<file path="config.mk">
export PLATFORM = sky130hd
export DESIGN_NAME = popcnt_arb
export DESIGN_NICKNAME = d
export VERILOG_FILES = /design/src/rtl/popcnt_arb.sv
export SDC_FILE = /design/constraint.sdc
export NUM_CORES = 1
export LEC_CHECK = 0
export ABC_AREA = 1
export CAP_MARGIN = 25
export CORE_UTILIZATION = 45
export CTS_BUF_LIST = sky130_fd_sc_hd__clkbuf_8
export DETAILED_ROUTE_END_ITERATION = 16
export PLACE_DENSITY = 0.83
export SYNTH_ARGS = -nofsm -noshare
export SYNTH_HDL_FRONTEND = slang
export SYNTH_SLANG_ARGS = --single-unit
</file>
<file path="constraint.sdc">
create_clock -name clk -period 4.75 [get_ports clk]
set_input_delay 0.95 -clock clk [delete_from_list [all_inputs] [get_ports clk]]
set_output_delay 0.95 -clock clk [all_outputs]
set_load 0.05 [all_outputs]
</file>
<file path="src/rtl/popcnt_arb.sv">
// Round-robin arbiter sharing one popcount engine among NREQ requesters.
// Optional WAIT-state timeout is built when POPCNT_ARB_TIMEOUT_EN is defined.
module popcnt_arb #(
    parameter int NREQ    = 4,
    parameter int W       = 8,
    parameter int PW      = 8,
    parameter int TIMEOUT = 64
) (
    input  logic                     clk,
    input  logic                     reset,
    input  logic [NREQ-1:0]          req,
    input  logic [NREQ*W-1:0]        a_flat,
    output logic [NREQ-1:0]          ack,
    output logic                     rsp_valid,
    output logic [$clog2(NREQ)-1:0]  rsp_id,
    output logic [PW-1:0]            rsp_p,
    output logic                     rsp_err,
    output logic                     busy,
    output logic                     eng_start,
    output logic [W-1:0]             eng_a,
    input  logic                     eng_done,
    input  logic [PW-1:0]            eng_p
);

    localparam int IW = $clog2(NREQ);

    localparam logic [1:0] IDLE   = 2'd0;
    localparam logic [1:0] LAUNCH = 2'd1;
    localparam logic [1:0] WAIT   = 2'd2;
    localparam logic [1:0] RESP   = 2'd3;

    if (NREQ < 2 || NREQ > 8 || TIMEOUT < 2) begin : g_badParams
        $error("popcnt_arb: NREQ must be 2..8 and TIMEOUT at least 2");
    end

    logic [1:0]      state_q, state_d;
    logic [IW-1:0]   rrPtr_q, rrPtr_d;
    logic [IW-1:0]   id_q, id_d;
    logic [W-1:0]    engA_q, engA_d;
    logic [PW-1:0]   rspP_q, rspP_d;
    logic [IW-1:0]   rspId_q, rspId_d;
    logic [NREQ-1:0] ack_q, ack_d;
    logic            rspValid_q, rspValid_d;
    logic            busy_q, busy_d;
    logic            engStart_q, engStart_d;
    logic            grantValid;
    logic [IW-1:0]   grantId;
    logic            timedOut;
    logic [IW-1:0]   idNext;

`ifdef POPCNT_ARB_TIMEOUT_EN
    localparam int CW = $clog2(TIMEOUT + 1);
    logic [CW-1:0] toCnt_q, toCnt_d;
    logic          rspErr_q, rspErr_d;

    assign timedOut = (state_q == WAIT) && !eng_done && (toCnt_q == CW'(TIMEOUT - 1));
`else
    assign timedOut = 1'b0;
`endif

    // First requester at or after rrPtr_q, wrapping at NREQ-1.
    always_comb begin
        int idx;
        idx        = 0;
        grantValid = 1'b0;
        grantId    = '0;
        for (int k = 0; k < NREQ; k++) begin
            idx = int'(rrPtr_q) + k;
            if (idx >= NREQ) idx = idx - NREQ;
            if (!grantValid && req[idx]) begin
                grantValid = 1'b1;
                grantId    = IW'(idx);
            end
        end
    end

    assign idNext = (id_q == IW'(NREQ - 1)) ? '0 : id_q + IW'(1);

    always_comb begin
        state_d = state_q;
        rrPtr_d = rrPtr_q;
        id_d    = id_q;
        engA_d  = engA_q;
        rspP_d  = rspP_q;
        rspId_d = rspId_q;
        case (state_q)
            IDLE: begin
                if (grantValid) begin
                    state_d = LAUNCH;
                    id_d    = grantId;
                    engA_d  = a_flat[grantId*W +: W];
                end
            end
            LAUNCH: state_d = WAIT;
            WAIT: begin
                if (eng_done || timedOut) begin
                    state_d = RESP;
                    rspP_d  = eng_done ? eng_p : '0;
                    rspId_d = id_q;
                    rrPtr_d = idNext;
                end
            end
            RESP:    state_d = IDLE;
            default: state_d = IDLE;
        endcase
    end

    // Outputs are registered from the next state so they align with it.
    always_comb begin
        ack_d      = (state_d == RESP) ? (NREQ'(1) << id_q) : '0;
        rspValid_d = (state_d == RESP);
        busy_d     = (state_d != IDLE);
        engStart_d = (state_d == LAUNCH);
    end

    always_ff @(posedge clk or posedge reset) begin
        if (reset) begin
            state_q    <= IDLE;
            rrPtr_q    <= '0;
            id_q       <= '0;
            engA_q     <= '0;
            rspP_q     <= '0;
            rspId_q    <= '0;
            ack_q      <= '0;
            rspValid_q <= 1'b0;
            busy_q     <= 1'b0;
            engStart_q <= 1'b0;
        end else begin
            state_q    <= state_d;
            rrPtr_q    <= rrPtr_d;
            id_q       <= id_d;
            engA_q     <= engA_d;
            rspP_q     <= rspP_d;
            rspId_q    <= rspId_d;
            ack_q      <= ack_d;
            rspValid_q <= rspValid_d;
            busy_q     <= busy_d;
            engStart_q <= engStart_d;
        end
    end

`ifdef POPCNT_ARB_TIMEOUT_EN
    // A done on the limit cycle wins over the timeout.
    always_comb begin
        toCnt_d  = toCnt_q;
        rspErr_d = rspErr_q;
        if (state_q == LAUNCH) begin
            toCnt_d = '0;
        end else if (state_q == WAIT) begin
            toCnt_d = toCnt_q + CW'(1);
            if (eng_done)      rspErr_d = 1'b0;
            else if (timedOut) rspErr_d = 1'b1;
        end
    end

    always_ff @(posedge clk or posedge reset) begin
        if (reset) begin
            toCnt_q  <= '0;
            rspErr_q <= 1'b0;
        end else begin
            toCnt_q  <= toCnt_d;
            rspErr_q <= rspErr_d;
        end
    end

    assign rsp_err = rspErr_q;
`else
    assign rsp_err = 1'b0;
`endif

    assign ack       = ack_q;
    assign rsp_valid = rspValid_q;
    assign rsp_id    = rspId_q;
    assign rsp_p     = rspP_q;
    assign busy      = busy_q;
    assign eng_start = engStart_q;
    assign eng_a     = engA_q;

endmodule

</file>
# After elaboration in Yosys (flattened, before gate mapping)
# Index checks and enable logic that the tools add are counted.
[totals] register_bits=31 latchBits=0 ramBits=0 romBits=0 in_bits=47 output_inout_bits=26 elab_cells=73 mem_count=0
[op_classes] add_sub_neg=8 multipliers=0 div_mod_pow=0 magnitude_cmp=8 n_eq_ne=6 shifts=2 muxes=29 bitwise=0 n_reduce_logical=10
[ops] op="32-bit by 4-bit < comparator with 1-bit output, second input constant" count=4
[ops] op="32-bit two-way mux" count=4
[ops] op="32-bit by 6-bit indexed part select with 8-bit output" count=1
[ops] op="2-bit two-way mux" count=7
[ops] op="1-bit two-way mux" count=12
[ops] op="3-bit by 3-bit subtractor with 4-bit output, second input constant" count=3
[ops] op="3-bit >= comparator, second input constant" count=3
[ops] op="1-bit binary-select mux with 2-bit select" count=4
[ops] op="2-bit equality test, second input constant" count=4
[ops] op="2-bit one-hot mux with 4 select lines" count=1
[ops] op="2-bit by 2-bit adder with 3-bit output, second input constant" count=2
[ops] op="2-bit by 1-bit equality test with 1-bit output, second input constant" count=2
[ops] op="4-bit two-way mux" count=1
[ops] op="2-bit AND reduction" count=2
[ops] op="1-bit by 2-bit << shifter with 4-bit output, first input constant" count=1
[ops] op="2-bit by 3-bit subtractor with 4-bit output, second input constant" count=1
[ops] op="2-bit by 1-bit adder with 3-bit output, second input constant" count=1
[ops] op="2-bit by 3-bit >= comparator with 1-bit output, second input constant" count=1
[ops] op="1-bit logical AND" count=3
[ops] op="1-bit zero test" count=3
[ops] op="2-bit by 1-bit adder with 2-bit output, second input constant" count=1
[ops] op="2-bit zero test" count=1
[ops] op="2-bit nonzero test" count=1

# Logic depth before layout (Yosys ltp)
# Gate-level depths: netlist of the first run.
[depth] depth_word=19 ltp_mapped=15 mapped_depth_nobuf=15

# Least setup slack after synthesis of the first run
# No wires, ideal clock.
[synth_path] kind="input to register" from="input port req[3]" to="register busy_q, in the netlist busy" setup_time_ns=0.124 arrival_time_ns=1.972 t_required_ns=4.626 setup_slack_ns=2.654 stages=11 path_buffers=0 path_cell_list="inv_1 -> nand2_2 -> nand3_1 -> nand2_2 -> nor2_4 -> nand3_4 -> nor2_1 -> nand2_1 -> nand2_1 -> inv_2 -> or2_1"
[synth_via] elab_chain_len=16 elab_cells_between_ends=25 cone_classes="mux (18); reduce/logical (7)"
[synth_rtl] element="from (decl)" line="11" source="input logic [NREQ-1:0] req,"
[synth_rtl] element="1-bit binary-select mux with 2-bit select" line="70" source="if (!grantValid && req[idx]) begin"
[synth_rtl] element="1-bit two-way mux (not written as such) (2 in series)" line="70"
[synth_rtl] element="1-bit two-way mux" line="70"
[synth_rtl] element="1-bit zero test" line="70"
[synth_rtl] element="1-bit logical AND" line="70"
[synth_rtl] element="1-bit two-way mux" line="70"
[synth_rtl] element="1-bit zero test" line="70"
[synth_rtl] element="1-bit logical AND" line="70"
[synth_rtl] element="1-bit two-way mux" line="70"
[synth_rtl] element="1-bit zero test" line="70"
[synth_rtl] element="1-bit logical AND" line="70"
[synth_rtl] element="1-bit two-way mux (*)" line="70"
[synth_rtl] element="2-bit two-way mux (*)" line="88" source="if (grantValid) begin"
[synth_rtl] element="2-bit one-hot mux with 4 select lines (*)" line="86" source="case (state_q)"
[synth_rtl] element="via state_d[0]" line="36" source="logic [1:0] state_q, state_d;"
[synth_rtl] element="2-bit nonzero test (*)" line="112" source="busy_d = (state_d != IDLE);"
[synth_rtl] element="via busy_d" line="44" source="logic busy_q, busy_d;"
[synth_rtl] element="to (signal assigned)" line="137" source="busy_q <= busy_d;"
[synth_rtl] element="to (decl)" line="44"
# The timed path passes the listed nets; every way through them passes the cells marked *. The select of a mux whose other input is x is not followed.
# A chain may end at the register's enable or synchronous reset.

# Final worst setup path of the first run
[layout_path] from="input port req[3]" to="register engA_q[5], in the netlist eng_a[5]"
[layout_via] elab_chain_len=14 elab_cells_between_ends=28 cone_classes="shift (1); mux (20); reduce/logical (7)"
[layout_rtl] element="1-bit binary-select mux with 2-bit select" line="70"
[layout_rtl] element="1-bit two-way mux (not written as such) (2 in series)" line="70"
[layout_rtl] element="1-bit two-way mux" line="70"
[layout_rtl] element="1-bit zero test" line="70"
[layout_rtl] element="1-bit logical AND" line="70"
[layout_rtl] element="1-bit two-way mux" line="70"
[layout_rtl] element="1-bit zero test" line="70"
[layout_rtl] element="1-bit logical AND" line="70"
[layout_rtl] element="1-bit two-way mux" line="70"
[layout_rtl] element="1-bit zero test" line="70"
[layout_rtl] element="1-bit logical AND" line="70"
[layout_rtl] element="2-bit two-way mux / 1-bit two-way mux (equally long branches)" line="70"
[layout_rtl] element="32-bit by 6-bit indexed part select with 8-bit output / 2-bit AND reduction (equally long branches)"
[layout_rtl] element="to (signal assigned)" line="132" source="engA_q <= engA_d;"
[layout_rtl] element="to (decl)" line="39" source="logic [W-1:0] engA_q, engA_d;"
# Parallel ways exist; a longest one is shown, timed or not. The select of a mux whose other input is x is not followed.

==> flow_summary.yaml, run 1 <==
outcome:
  status: "finished clean"
finish:
  layout_commonest_cell: "nand2_1"
  drive_above_1_share: 0.0963
  fin_nets: 375
  diodes: 0
  syn_to_final_growth_pct: 46.9
  fin_util: 0.712
  final_cell_mix: "nand2_1 (113), clkdlybuf4s50_1 (71), dfrtp_1 (31)"
power_and_ir_drop:
  p_per_area_nw_per_um2: 798
  power_mw: 2.14
  ir_drop_mv: 0.448
  p_leak_nw: 1.38
place:
  pre_cts_slack_ns: 1.95
  io_buffers: 71
  hpwlAfterDp_mm: 3.28
  place_congestion: 0.829
clocking:
  cts_inserted_buffers: 5
  cts_tree: "done"
  cts_root_buf: "clkbuf_8"
  postCtsSetupBuffers: 0
  cts_resized: 0
  insertion_delay_ns: 0.28
  clk_pin_slew_ns: 0.06
  cts_hold_buf: 0
  cts_max_level: 2
  cts_sinks: 31
  cts_buffer_depth: 2
critical_path:
  crit_path_end_kind: "flip-flop"
  startpoint: "req[3]"
  reg2reg_to: "eng_a[5]$_DFFE_PP0P_"
  cp_data_required_time_ns: 4.91
  cp-start-kind: "input port"
  rrSetupSlack_ns: 2.58
  r2r_cells: 13
  critPathArrivalTime_ns: 2.70
  critPathKind: "in -> reg"
  crit_fanout: 18
  timing.rr.start: "rrPtr_q[0]$_DFFE_PP0P_"
floorplan:
  row_count: 22
  core-area_um2: 3770
  io_pins: 73
  die_h_um: 65.7
  die-area_um2: 4320
  dieWidth_um: 65.7
  start_util: 0.485
synth:
  synth_nets: 301
  netlist_area_um2: 1830
  ys_warn_count: 0
  post_synth_num_cell_types: 24
  synth.avg_cell_area_um2: 7.40
  yosysSeqAreaShare: 0.424
  ys_seq_elements: 31
  synth_cells: 247
route:
  wl_met1_mm: 1.79
  finalWirelength_mm: 4.42
  wl_met2_mm: 2.24
  first_pass_iters: 4
  vias: 1757
  wl_met3_um: 341
  drtAntennaViolNets: 0
  highest_layer: "met4"
  wl_per_cell_um: 11.9
  viasPerCell: 4.75
  drc: 0
  drt_iter0_drc: 97
sta:
  timing.final.ws_setup_ns: 2.22
  rsz0062_at_grt: "no"
  max_slew_margin: 0.584
  clock.fmax_mhz: 395
  worst_slew_pin_slew_ns: 0.622
  skew_ns: 0.00361
  final.setup.tns_ns: 0
  timing.final.crit_period_ns: 2.53
  finalSetupViolCount: 0
  hold_viol: 0
  finalMaxSlewViolations: 0
  period_share: 0.533
min_path:
  worstHoldStart: "eng_a[1]$_DFFE_PP0P_"
  min_path_cells: 2
  hold_path.class: "reg -> reg"
  holdPathEnd: "eng_a[1]$_DFFE_PP0P_"
global_routing:
  grt_overflow: 0
  grtUsageTotal: 0.217
  grt_pass1_vias: 1628
  grt_max_degree: 32
  antenna_found_initial: 0
  grt_pass1_wl_mm: 6.94
flow_run:
  drv_cap: 0
## registers in the layout, summed over array words and instances, names as in the netlist
| signal | count |
|---|---|
| eng_a | 8 |
| rsp_p | 8 |
| ack | 4 |
| id_q | 2 |
| rrPtr_q | 2 |
| rsp_id | 2 |
| state_q | 2 |
| busy | 1 |
| eng_start | 1 |
| rsp_valid | 1 |
## cell type report
type / count / area [µm²]
clock buffers: 6 / 82.6
flip-flops and latches: 31 / 776
clock inverters: 2 / 35.0
inverters: 30 / 113
repair buffers: 72 / 718
multi-input cells: 181 / 901
well taps: 48 / 60.1
fillers: 305 / 1090
## metrics by stage
stage | instance area (µm²) | hold WS (ns) | instances
3_5_place_dp | 2570 | 0.470 | 362
3_3_place_gp | 2570 | 0.461 | 362
2_1_floorplan | 1830 | 0.489 | 247
4_1_cts | 2690 | 0.484 | 370
6_report | 2690 | 0.481 | 370
5_1_grt | 2690 | 0.507 | 370
## metal layers
layer  global-route usage  vias to the layer above
met5                    0                        -
met2                0.357                       57
li1                     -                      908
met4               0.0842                        0
met3               0.0885                        5
met1                0.247                      787
## cell usage after synthesis, drive strengths merged
library cell,n,area share
buf,4,0.019
mux2,8,0.049
nand2,117,0.25
o21ai,5,0.014
ha,7,0.048
conb,1,0.0021
o31ai,1,0.0041
a21oi,4,0.011
nand4,1,0.0034
dfrtp,31,0.42
or2,1,0.0034
clkbuf,1,0.0021
inv,30,0.062
nand3,24,0.082
nor2,12,0.030
## cells by family (layout without fill, tap and decap cells)
group                      Yosys count  in the layout  synth area share
muxes                                8              8            0.0493
and+or+nand+nor                    155            155             0.365
DFF                                 31             31             0.424
adders and majority gates            7              7            0.0479
AOI/OAI and AO/OA                   10             10            0.0287
buffers and inverters               35            110            0.0828
other                                1              1           0.00205
## critical path, stage by stage
cell,delay (ns)
clkdlybuf4s50_1,0.42
inv_1,0.09
nand2_2,0.05
nand3_1,0.14
nand2_2,0.10
nor2_4,0.16
nand3_4,0.15
nand3_4,0.22
inv_2,0.12
nand2_1,0.08
nand2_1,0.06
nand2_1,0.07
nand3_1,0.08
## report_power, final
part / switching, mW / internal, mW / total [mW]
registers: 0.0773 / 0.391 / 0.468
clock network: 0.0945 / 0.169 / 0.264
logic: 0.944 / 0.467 / 1.41
total: 1.12 / 1.03 / 2.14
## worst max path at each step
stage,endpoint,slack [ns],cells past startpoint
4_1_cts,eng_a[5]$_DFFE_PP0P_,2.21,13
6_report,eng_a[5]$_DFFE_PP0P_,2.22,13
2_1_floorplan,busy$_DFF_PP0_,2.65,11
3_3_place_gp,eng_a[0]$_DFFE_PP0P_,2.01,11
5_1_grt,eng_a[5]$_DFFE_PP0P_,2.04,15
3_5_place_dp,eng_a[2]$_DFFE_PP0P_,1.95,12
(Power assumes the default switching activity.)
==> inputs of run 2 (changes only) <==
- clock period: 4.75 -> 2.6 ns (I/O delays scaled with it)
==> run 2 against run 1 <==
Compared with the run above: global-route usage down 0.35 points; clock skew rose by 0.0022 ns; sequential share of layout area rose by 0.41 points; worst setup slack worse by 1.8 ns; via count shrank 1.6%; critical path type is now reg -> reg; register-to-register slack worse by 2.1 ns; routed wire length fell by 1.8%; core utilization fell by 1.0 points; clock power grew 25%; combinational power increased by 83%.
==> flow_summary.yaml, run 2 (same netlist as run 1, synthesis figures left out) <==
clocking:
  cts_max_level: 2
  cts_root_buf: "clkbuf_8"
  cts_inserted_buffers: 5
  cts_sinks: 31
  cts_buffer_depth: 2
  cts_hold_buf: 0
  cts_resized: 0
  clk_pin_slew_ns: 0.06
  cts_tree: "done"
  insertion_delay_ns: 0.28
  postCtsSetupBuffers: 0
route:
  drc: 0
  drt_iter0_drc: 79
  viasPerCell: 4.69
  first_pass_iters: 4
  vias: 1729
  drtAntennaViolNets: 0
  finalWirelength_mm: 4.34
  wl_per_cell_um: 11.8
sta:
  max_slew_margin: 0.648
  skew_ns: 0.00582
  period_share: 0.824
  clock.fmax_mhz: 467
  final.setup.tns_ns: 0
  worst_slew_pin_slew_ns: 0.527
  finalSetupViolCount: 0
  rsz0062_at_grt: "no"
  timing.final.crit_period_ns: 2.14
  hold_viol: 0
  finalMaxSlewViolations: 0
critical_path:
  crit_path_end_kind: "flip-flop"
  crit_chain: "inv_2 > nand2_1 > nand2_2 > nand2_1 > nand2_1 > nor2_4 > nand4_1 > nand2_1 > inv_2 > nor2_2 > nand2_1 > nand3_1"
  crit_fanout: 12
  r2r_cells: 12
  critPathArrivalTime_ns: 2.35
  critPathKind: "reg -> reg"
  critPathSlowestCell: "dfrtp_1"
  cp-start-kind: "flip-flop"
  cp_data_required_time_ns: 2.81
  critPathMaxStageDelay_ns: 0.57
  cp_common_cell: "nand2_1"
floorplan:
  start_util: 0.485
  die-area_um2: 4320
  die_h_um: 65.7
  dieWidth_um: 65.7
  core-area_um2: 3770
  row_count: 22
  io_pins: 73
finish:
  diodes: 0
  final_cell_mix: "nand2_1 (113), clkdlybuf4s50_1 (71), dfrtp_1 (31)"
  drive_above_1_share: 0.0903
  fin_nets: 376
  layout_commonest_cell: "nand2_1"
  fin_util: 0.702
  syn_to_final_growth_pct: 44.8
place:
  hpwlAfterDp_mm: 3.34
  io_buffers: 71
  place_congestion: 0.829
global_routing:
  grtUsageTotal: 0.213
  grt_pass1_wl_mm: 6.93
  grt_overflow: 0
  antenna_found_initial: 0
  grt_pass1_vias: 1587
  grt_max_degree: 32
min_path:
  min_path_cells: 2
  hold_path.class: "reg -> reg"
power_and_ir_drop:
  ir_drop_mv: 0.788
  p_per_area_nw_per_um2: 1420
  p_leak_nw: 1.36
flow_run:
  drv_cap: 0
outcome:
  status: "finished clean"
==> run 2: cell count changes in the layout (fill, tap and decap cells not counted) <==
cell,delta
clkbuf_8,-1
bufinv_16,-1
clkinv_2,-1
buf_4,+1
inv_1,+1
==> run 2: final cells by class <==
type | count | area (µm²)
Fill cell | 328 | 1120
Sequential cell | 31 | 776
Timing Repair Buffer | 73 | 726
Clock buffer | 5 | 68.8
Inverter | 30 | 113
Clock inverter | 1 | 3.75
Tap cell | 48 | 60.1
Multi-Input combinational cell | 181 | 901
==> run 2: per-stage QoR <==
step,hold slack [ns],power [mW],worst slack [ns],cell area [µm²],cells
2_1_floorplan,0.489,2.77,0.934,1830,247
3_3_place_gp,0.461,3.37,0.296,2570,363
3_5_place_dp,0.468,3.44,0.245,2570,363
4_1_cts,0.496,3.79,0.439,2650,369
5_1_grt,0.527,4.09,0.137,2650,369
6_report,0.491,3.76,0.458,2650,369
==> run 2: power breakdown <==
group          internal (mW)  total (mW)  switching [mW]  leakage (nW)
logic                  0.858        2.58            1.72         0.942
clock network          0.174       0.331           0.157        0.0413
registers              0.714       0.853           0.139         0.382
total                   1.75        3.76            2.02          1.36
==> run 2: worst max-delay path: cells and delay by family, from the launching register on <==
family	cells	cell delay, ns
AND/OR/NAND/NOR	10	1.24
flip-flops	1	0.57
buffers and inverters	2	0.26
==> run 2: final timing paths <==
check,from,end,slack [ns]
max,rrPtr_q[0]$_DFFE_PP0P_,eng_a[2]$_DFFE_PP0P_,0.46
min,eng_a[6]$_DFFE_PP0P_,eng_a[6]$_DFFE_PP0P_,0.49
max reg2reg,rrPtr_q[0]$_DFFE_PP0P_,eng_a[2]$_DFFE_PP0P_,0.46
min reg2reg,eng_a[6]$_DFFE_PP0P_,eng_a[6]$_DFFE_PP0P_,0.49
max in group asynchronous,reset,eng_a[2]$_DFFE_PP0P_,1.69
min in group asynchronous,reset,ack[0]$_DFF_PP0_,0.63
==> run 2: per-layer routing <==
metal	vias to the layer above	global-route usage	part of all wire
met5	-	0	0
met4	0	0.0734	0.014
met3	6	0.0694	0.070
met2	51	0.338	0.47
met1	768	0.270	0.44
li1	904	-	-
